===== config.mk =====
export PLATFORM = sky130hd
export DESIGN_NAME = rv32i_decoder
export DESIGN_NICKNAME = d
export VERILOG_FILES = /design/src/rtl/rv32i_pkg.sv /design/src/rtl/rv32i_decode_comb.sv /design/src/rtl/rv32i_decoder.sv
export SDC_FILE = /design/constraint.sdc
export NUM_CORES = 1
export LEC_CHECK = 0
export ABC_AREA = 0
export CORE_MARGIN = 2
export CORE_UTILIZATION = 36
export CTS_CLUSTER_DIAMETER = 80
export DETAILED_ROUTE_END_ITERATION = 8
export PLACE_DENSITY = 0.73
export SLEW_MARGIN = 20
export SYNTH_ARGS = -nofsm -noshare
export SYNTH_HDL_FRONTEND = slang
export SYNTH_HIERARCHICAL = 1
export SYNTH_SLANG_ARGS = --single-unit

===== constraint.sdc =====
create_clock -name clk -period 0.8 [get_ports clk]
set_clock_uncertainty 0.2 [all_clocks]
set_input_delay 0.08 -clock clk [delete_from_list [all_inputs] [get_ports clk]]
set_output_delay 0.08 -clock clk [all_outputs]
set_load 0.1 [all_outputs]

===== src/rtl/rv32i_pkg.sv =====
// Shared RV32I decode definitions: major opcodes, ALU/branch operation
// codes and immediate-format select values used by the decoder slice.
package rv32i_pkg;

    localparam logic [6:0] OP     = 7'b0110011;
    localparam logic [6:0] OP_IMM = 7'b0010011;
    localparam logic [6:0] LOAD   = 7'b0000011;
    localparam logic [6:0] STORE  = 7'b0100011;
    localparam logic [6:0] BRANCH = 7'b1100011;
    localparam logic [6:0] JAL    = 7'b1101111;
    localparam logic [6:0] JALR   = 7'b1100111;
    localparam logic [6:0] LUI    = 7'b0110111;
    localparam logic [6:0] AUIPC  = 7'b0010111;
    localparam logic [6:0] SYSTEM = 7'b1110011;
    localparam logic [6:0] FENCE  = 7'b0001111;

    typedef enum logic [4:0] {
        ALU_NONE  = 5'd0,
        ALU_PASSB = 5'd1,
        ALU_ADD   = 5'd2,
        ALU_SUB   = 5'd3,
        ALU_SLL   = 5'd4,
        ALU_SLT   = 5'd5,
        ALU_SLTU  = 5'd6,
        ALU_XOR   = 5'd7,
        ALU_SRL   = 5'd8,
        ALU_SRA   = 5'd9,
        ALU_OR    = 5'd10,
        ALU_AND   = 5'd11,
        ALU_BEQ   = 5'd12,
        ALU_BNE   = 5'd13,
        ALU_BLT   = 5'd14,
        ALU_BGE   = 5'd15,
        ALU_BLTU  = 5'd16,
        ALU_BGEU  = 5'd17
    } alu_op_e;

    localparam logic [2:0] IMM_NONE = 3'd0;
    localparam logic [2:0] IMM_I    = 3'd1;
    localparam logic [2:0] IMM_S    = 3'd2;
    localparam logic [2:0] IMM_B    = 3'd3;
    localparam logic [2:0] IMM_U    = 3'd4;
    localparam logic [2:0] IMM_J    = 3'd5;

endpackage


===== src/rtl/rv32i_decode_comb.sv =====
// Pure combinational RV32I decode: maps an instruction word to an
// ALU/branch operation, an immediate format, a halt request for
// SYSTEM/FENCE and an illegal-instruction flag.
module rv32i_decode_comb
    import rv32i_pkg::*;
(
    input  logic [31:0] instruction,
    output logic [4:0]  alu_op,
    output logic [2:0]  imm_sel,
    output logic        halt_req,
    output logic        illegal
);

    logic [6:0] opcode;
    logic [2:0] funct3;
    logic [6:0] funct7;
    alu_op_e    op_sel;

    // Register/rd fields play no part in classification; folded here so
    // the unused bits are visibly intentional.
    logic       unused_fields;

    assign opcode        = instruction[6:0];
    assign funct3        = instruction[14:12];
    assign funct7        = instruction[31:25];
    assign unused_fields = ^{instruction[24:15], instruction[11:7]};
    assign alu_op        = op_sel;

    // Every legal opcode ends in 2'b11, so a word with other low bits
    // falls through to the default arm and is flagged illegal.
    always_comb begin
        op_sel   = ALU_NONE;
        imm_sel  = IMM_NONE;
        halt_req = 1'b0;
        illegal  = 1'b0;
        case (opcode)
            OP: begin
                if (funct7 == 7'b0000000) begin
                    case (funct3)
                        3'b000: op_sel = ALU_ADD;
                        3'b001: op_sel = ALU_SLL;
                        3'b010: op_sel = ALU_SLT;
                        3'b011: op_sel = ALU_SLTU;
                        3'b100: op_sel = ALU_XOR;
                        3'b101: op_sel = ALU_SRL;
                        3'b110: op_sel = ALU_OR;
                        3'b111: op_sel = ALU_AND;
                    endcase
                end else if (funct7 == 7'b0100000 && funct3 == 3'b000) begin
                    op_sel = ALU_SUB;
                end else if (funct7 == 7'b0100000 && funct3 == 3'b101) begin
                    op_sel = ALU_SRA;
                end else begin
                    illegal = 1'b1;
                end
            end
            OP_IMM: begin
                imm_sel = IMM_I;
                case (funct3)
                    3'b000: op_sel = ALU_ADD;
                    3'b010: op_sel = ALU_SLT;
                    3'b011: op_sel = ALU_SLTU;
                    3'b100: op_sel = ALU_XOR;
                    3'b110: op_sel = ALU_OR;
                    3'b111: op_sel = ALU_AND;
                    3'b001: begin
                        if (funct7 == 7'b0000000) op_sel = ALU_SLL;
                        else                      illegal = 1'b1;
                    end
                    3'b101: begin
                        if (funct7 == 7'b0000000)      op_sel = ALU_SRL;
                        else if (funct7 == 7'b0100000) op_sel = ALU_SRA;
                        else                           illegal = 1'b1;
                    end
                endcase
            end
            LOAD: begin
                if (funct3 == 3'b011 || funct3 == 3'b110 || funct3 == 3'b111) begin
                    illegal = 1'b1;
                end else begin
                    op_sel  = ALU_ADD;
                    imm_sel = IMM_I;
                end
            end
            STORE: begin
                if (funct3[2] || funct3 == 3'b011) begin
                    illegal = 1'b1;
                end else begin
                    op_sel  = ALU_ADD;
                    imm_sel = IMM_S;
                end
            end
            BRANCH: begin
                imm_sel = IMM_B;
                case (funct3)
                    3'b000: op_sel = ALU_BEQ;
                    3'b001: op_sel = ALU_BNE;
                    3'b100: op_sel = ALU_BLT;
                    3'b101: op_sel = ALU_BGE;
                    3'b110: op_sel = ALU_BLTU;
                    3'b111: op_sel = ALU_BGEU;
                    default: begin
                        imm_sel = IMM_NONE;
                        illegal = 1'b1;
                    end
                endcase
            end
            JAL: begin
                op_sel  = ALU_ADD;
                imm_sel = IMM_J;
            end
            JALR: begin
                op_sel  = ALU_ADD;
                imm_sel = IMM_I;
            end
            LUI: begin
                op_sel  = ALU_PASSB;
                imm_sel = IMM_U;
            end
            AUIPC: begin
                op_sel  = ALU_ADD;
                imm_sel = IMM_U;
            end
            SYSTEM, FENCE: begin
                halt_req = 1'b1;
            end
            default: begin
                illegal = 1'b1;
            end
        endcase
    end

endmodule


===== src/rtl/rv32i_decoder.sv =====
// Registered RV32I decoder: one-cycle latency ALU/branch op and
// immediate-format select, plus a sticky halt for SYSTEM/FENCE.
// Build option DECODER_ILLEGAL_HALT_EN: when defined, an illegal
// instruction also sets the sticky halt.
module rv32i_decoder
    import rv32i_pkg::*;
#(
    parameter int XLEN = 32
) (
    input  logic            clk,
    input  logic            rst_n,
    input  logic [XLEN-1:0] instruction,
    output logic [4:0]      ALU_op_d,
    output logic [2:0]      immsel,
    output logic            halt
);

    logic [4:0] dec_op;
    logic [2:0] dec_imm;
    logic       dec_halt_req;
    logic       dec_illegal;
    logic       set_halt;

    rv32i_decode_comb u_decode (
        .instruction (instruction),
        .alu_op      (dec_op),
        .imm_sel     (dec_imm),
        .halt_req    (dec_halt_req),
        .illegal     (dec_illegal)
    );

`ifdef DECODER_ILLEGAL_HALT_EN
    assign set_halt = dec_halt_req | dec_illegal;
`else
    // Illegal words only zero the codes in this build.
    logic unused_illegal;
    assign unused_illegal = dec_illegal;
    assign set_halt       = dec_halt_req;
`endif

    // Capture decode every cycle; halt only clears on reset.
    always_ff @(posedge clk or negedge rst_n) begin
        if (!rst_n) begin
            ALU_op_d <= 5'd0;
            immsel   <= 3'd0;
            halt     <= 1'b0;
        end else begin
            ALU_op_d <= dec_op;
            immsel   <= dec_imm;
            halt     <= halt | set_halt;
        end
    end

endmodule


==> results.json <==
{
  "outcome": "finished, violations left",
  "violations": "hold timing, setup timing",
  "worst_slack_ns": -0.7725,
  "dp_slack_ns": -1.505,
  "die_x_um": 51.05,
  "drive_gt1_share_pct": 69.32,
  "final_core_util_pct": 89.17,
  "dp_hpwl_um": 2101,
  "vdd_drop_max_mv": 0.8228,
  "clockBufferDepth": 2,
  "fin_crit_sh_pct": 196.6,
  "worstPathArrival_ns": 1.57,
  "antenna_left": 0,
  "setup_viol": 18,
  "drv_cap": 0,
  "ios": 43,
  "crit_type": "input pin to register",
  "cp-start-kind": "input pin",
  "place_congestion": 0.8895,
  "core-area_sq_mm": 0.002148,
  "critPathMaxFanout": 4,
  "area_growth_pct": 140.3,
  "wl_per_cell_um": 21.59,
  "cts.sinks": 9,
  "placed_area_sq_mm": 0.001560,
  "placed_cells_incl_taps": 185,
  "vias_per_cell": 6.196,
  "critical-path-top-delay-family": "simple AND/OR/NAND/NOR gates",
  "relSlewSlack_pct": 63.35,
  "cp.depth": 6,
  "grt-ovfl-total": 0,
  "port-buffer-count": 27,
  "cts_made_buffers": 3,
  "stdcell_count": 204,
  "critPathCaptureType": "register",
  "holdWs_ns": -0.06055,
  "antenna_found_initial": 0,
  "syn_nets": 138,
  "fp-row-count": 17,
  "grt_setup_unrepaired": "true",
  "vias": 1264,
  "drt_iter0_drc": 50,
  "critical-path-max-stage-delay_ns": 0.56,
  "hold_path_class": "input pin to asynchronous set/reset pin",
  "design_area_sq_mm": 0.001916,
  "crit_required_ns": 0.80,
  "p_total_uw": 1804,
  "maxSlewViolCount": 0,
  "cellPowerDensity_mw_per_mm2": 941.7,
  "cts.clk_slew.worst_paths_ns": 0.07,
  "grt_max_degree": 12,
  "clock.fmax_mhz": 635.9,
  "dr.pass1.iters": 4,
  "power.leakage_uw": 0.0007993,
  "min_period_ns": 1.572,
  "netlist_instances": 99,
  "die_h_um": 51.05,
  "hold_viol": 11,
  "wl_met2_um": 2135,
  "syn_area_sq_um": 797.0,
  "drt_wl_total_um": 4404,
  "fp.dieArea_sq_mm": 0.002606,
  "route.met3.wl_um": 412,
  "grt_pass1_vias": 1203,
  "grt_pass1_wl_um": 5830,
  "clock_latency_ns": 0.27,
  "initial_utilization_pct": 37.10,
  "grt_use_total_pct": 30.57,
  "critPathBufInv": 1,
  "drc": 0,
  "cp_slowest_cell": "or4_4",
  "ys_warn_count": 6,
  "worstRegToRegCells": 1,
  "cts_tree": "yes",
  "top_layer": "met4",
  "tightest_slew_ns": 0.5359,
  "num-nets-final": 216,
  "met1_length_um": 1509,
  "path_cells": "buf_6 -> or4_4 -> nor3_4 -> a21oi_2 -> nor4_2 -> or3_1",
  "antenna_cells": 0,
  "htree_num_levels": 1,
  "cts_root_buf": "clkbuf_4",
  "avgSynthCellArea_sq_um": 8.051
}
## cell type report
class / instances / area, sq um
Timing Repair Buffer: 78 / 812.0
Clock buffer: 4 / 26.28
Sequential cell: 9 / 259.0
Inverter: 7 / 51.30
Fill cell: 86 / 232.7
Tap cell: 28 / 35.03
Multi-Input combinational cell: 78 / 732.0
## report_power, final
group	total, uW	switching, uW	internal [uW]
sequential	502	18.4	483
combinational	931	492	439
clock	371	178	193
## state kept, by name, indices dropped and copies added, names as in the netlist
register,count
immsel,3
halt,1
ALU_op_d,5
## layer usage
layer	track usage, %	vias to the layer above
li1	-	528
met5	0	-
met2	56.71	121
met1	33.21	569
met3	3.801	46
met4	16.67	0
## path summary, 6_finish.rpt
path	startpoint	endpoint	slack (ns)
min	rst_n	immsel[1]	-0.06
min reg2reg	halt	halt	0.38
max reg2reg	halt	halt	-0.23
max	instruction[28]	ALU_op_d[0]	-0.77
min in group clk	instruction[0]	immsel[2]	-0.03
max in group asynchronous	rst_n	ALU_op_d[4]	0.34
## repair_timing
item / in CTS / in global routing
pin swaps: 19 / 15
resized for setup: 86 / 26
cloned: 0 / 0
buffers inserted: 11 / 6
endpoints found under the hold margin: 12 / 12
setup endpoints to repair: 18 / 18
## through the flow
stage / TNS (ns) / hold slack, ns
floorplan: -4.343 / -0.4156
global placement: -10.47 / 0.2120
detailed placement: -10.88 / 0.2096
CTS: -7.352 / -0.08596
global route: -7.829 / -0.08658
finish: -7.415 / -0.06055
## placed cells by master (no fill, tap or decap), types with 3 or more instances in the layout
cell	instances
nand4_1	3
nor2_4	3
buf_6	15
nor2_1	7
buf_12	12
a21oi_2	4
o21ai_0	3
buf_2	4
nor2b_1	3
buf_4	38
a21oi_1	3
dlymetal6s2s_1	3
ha_4	4
dfrtp_4	9
nor3_1	4
nand2_1	4
clkbuf_4	3
inv_1	3
No activity file was read; power rests on OpenSTA's default activity.
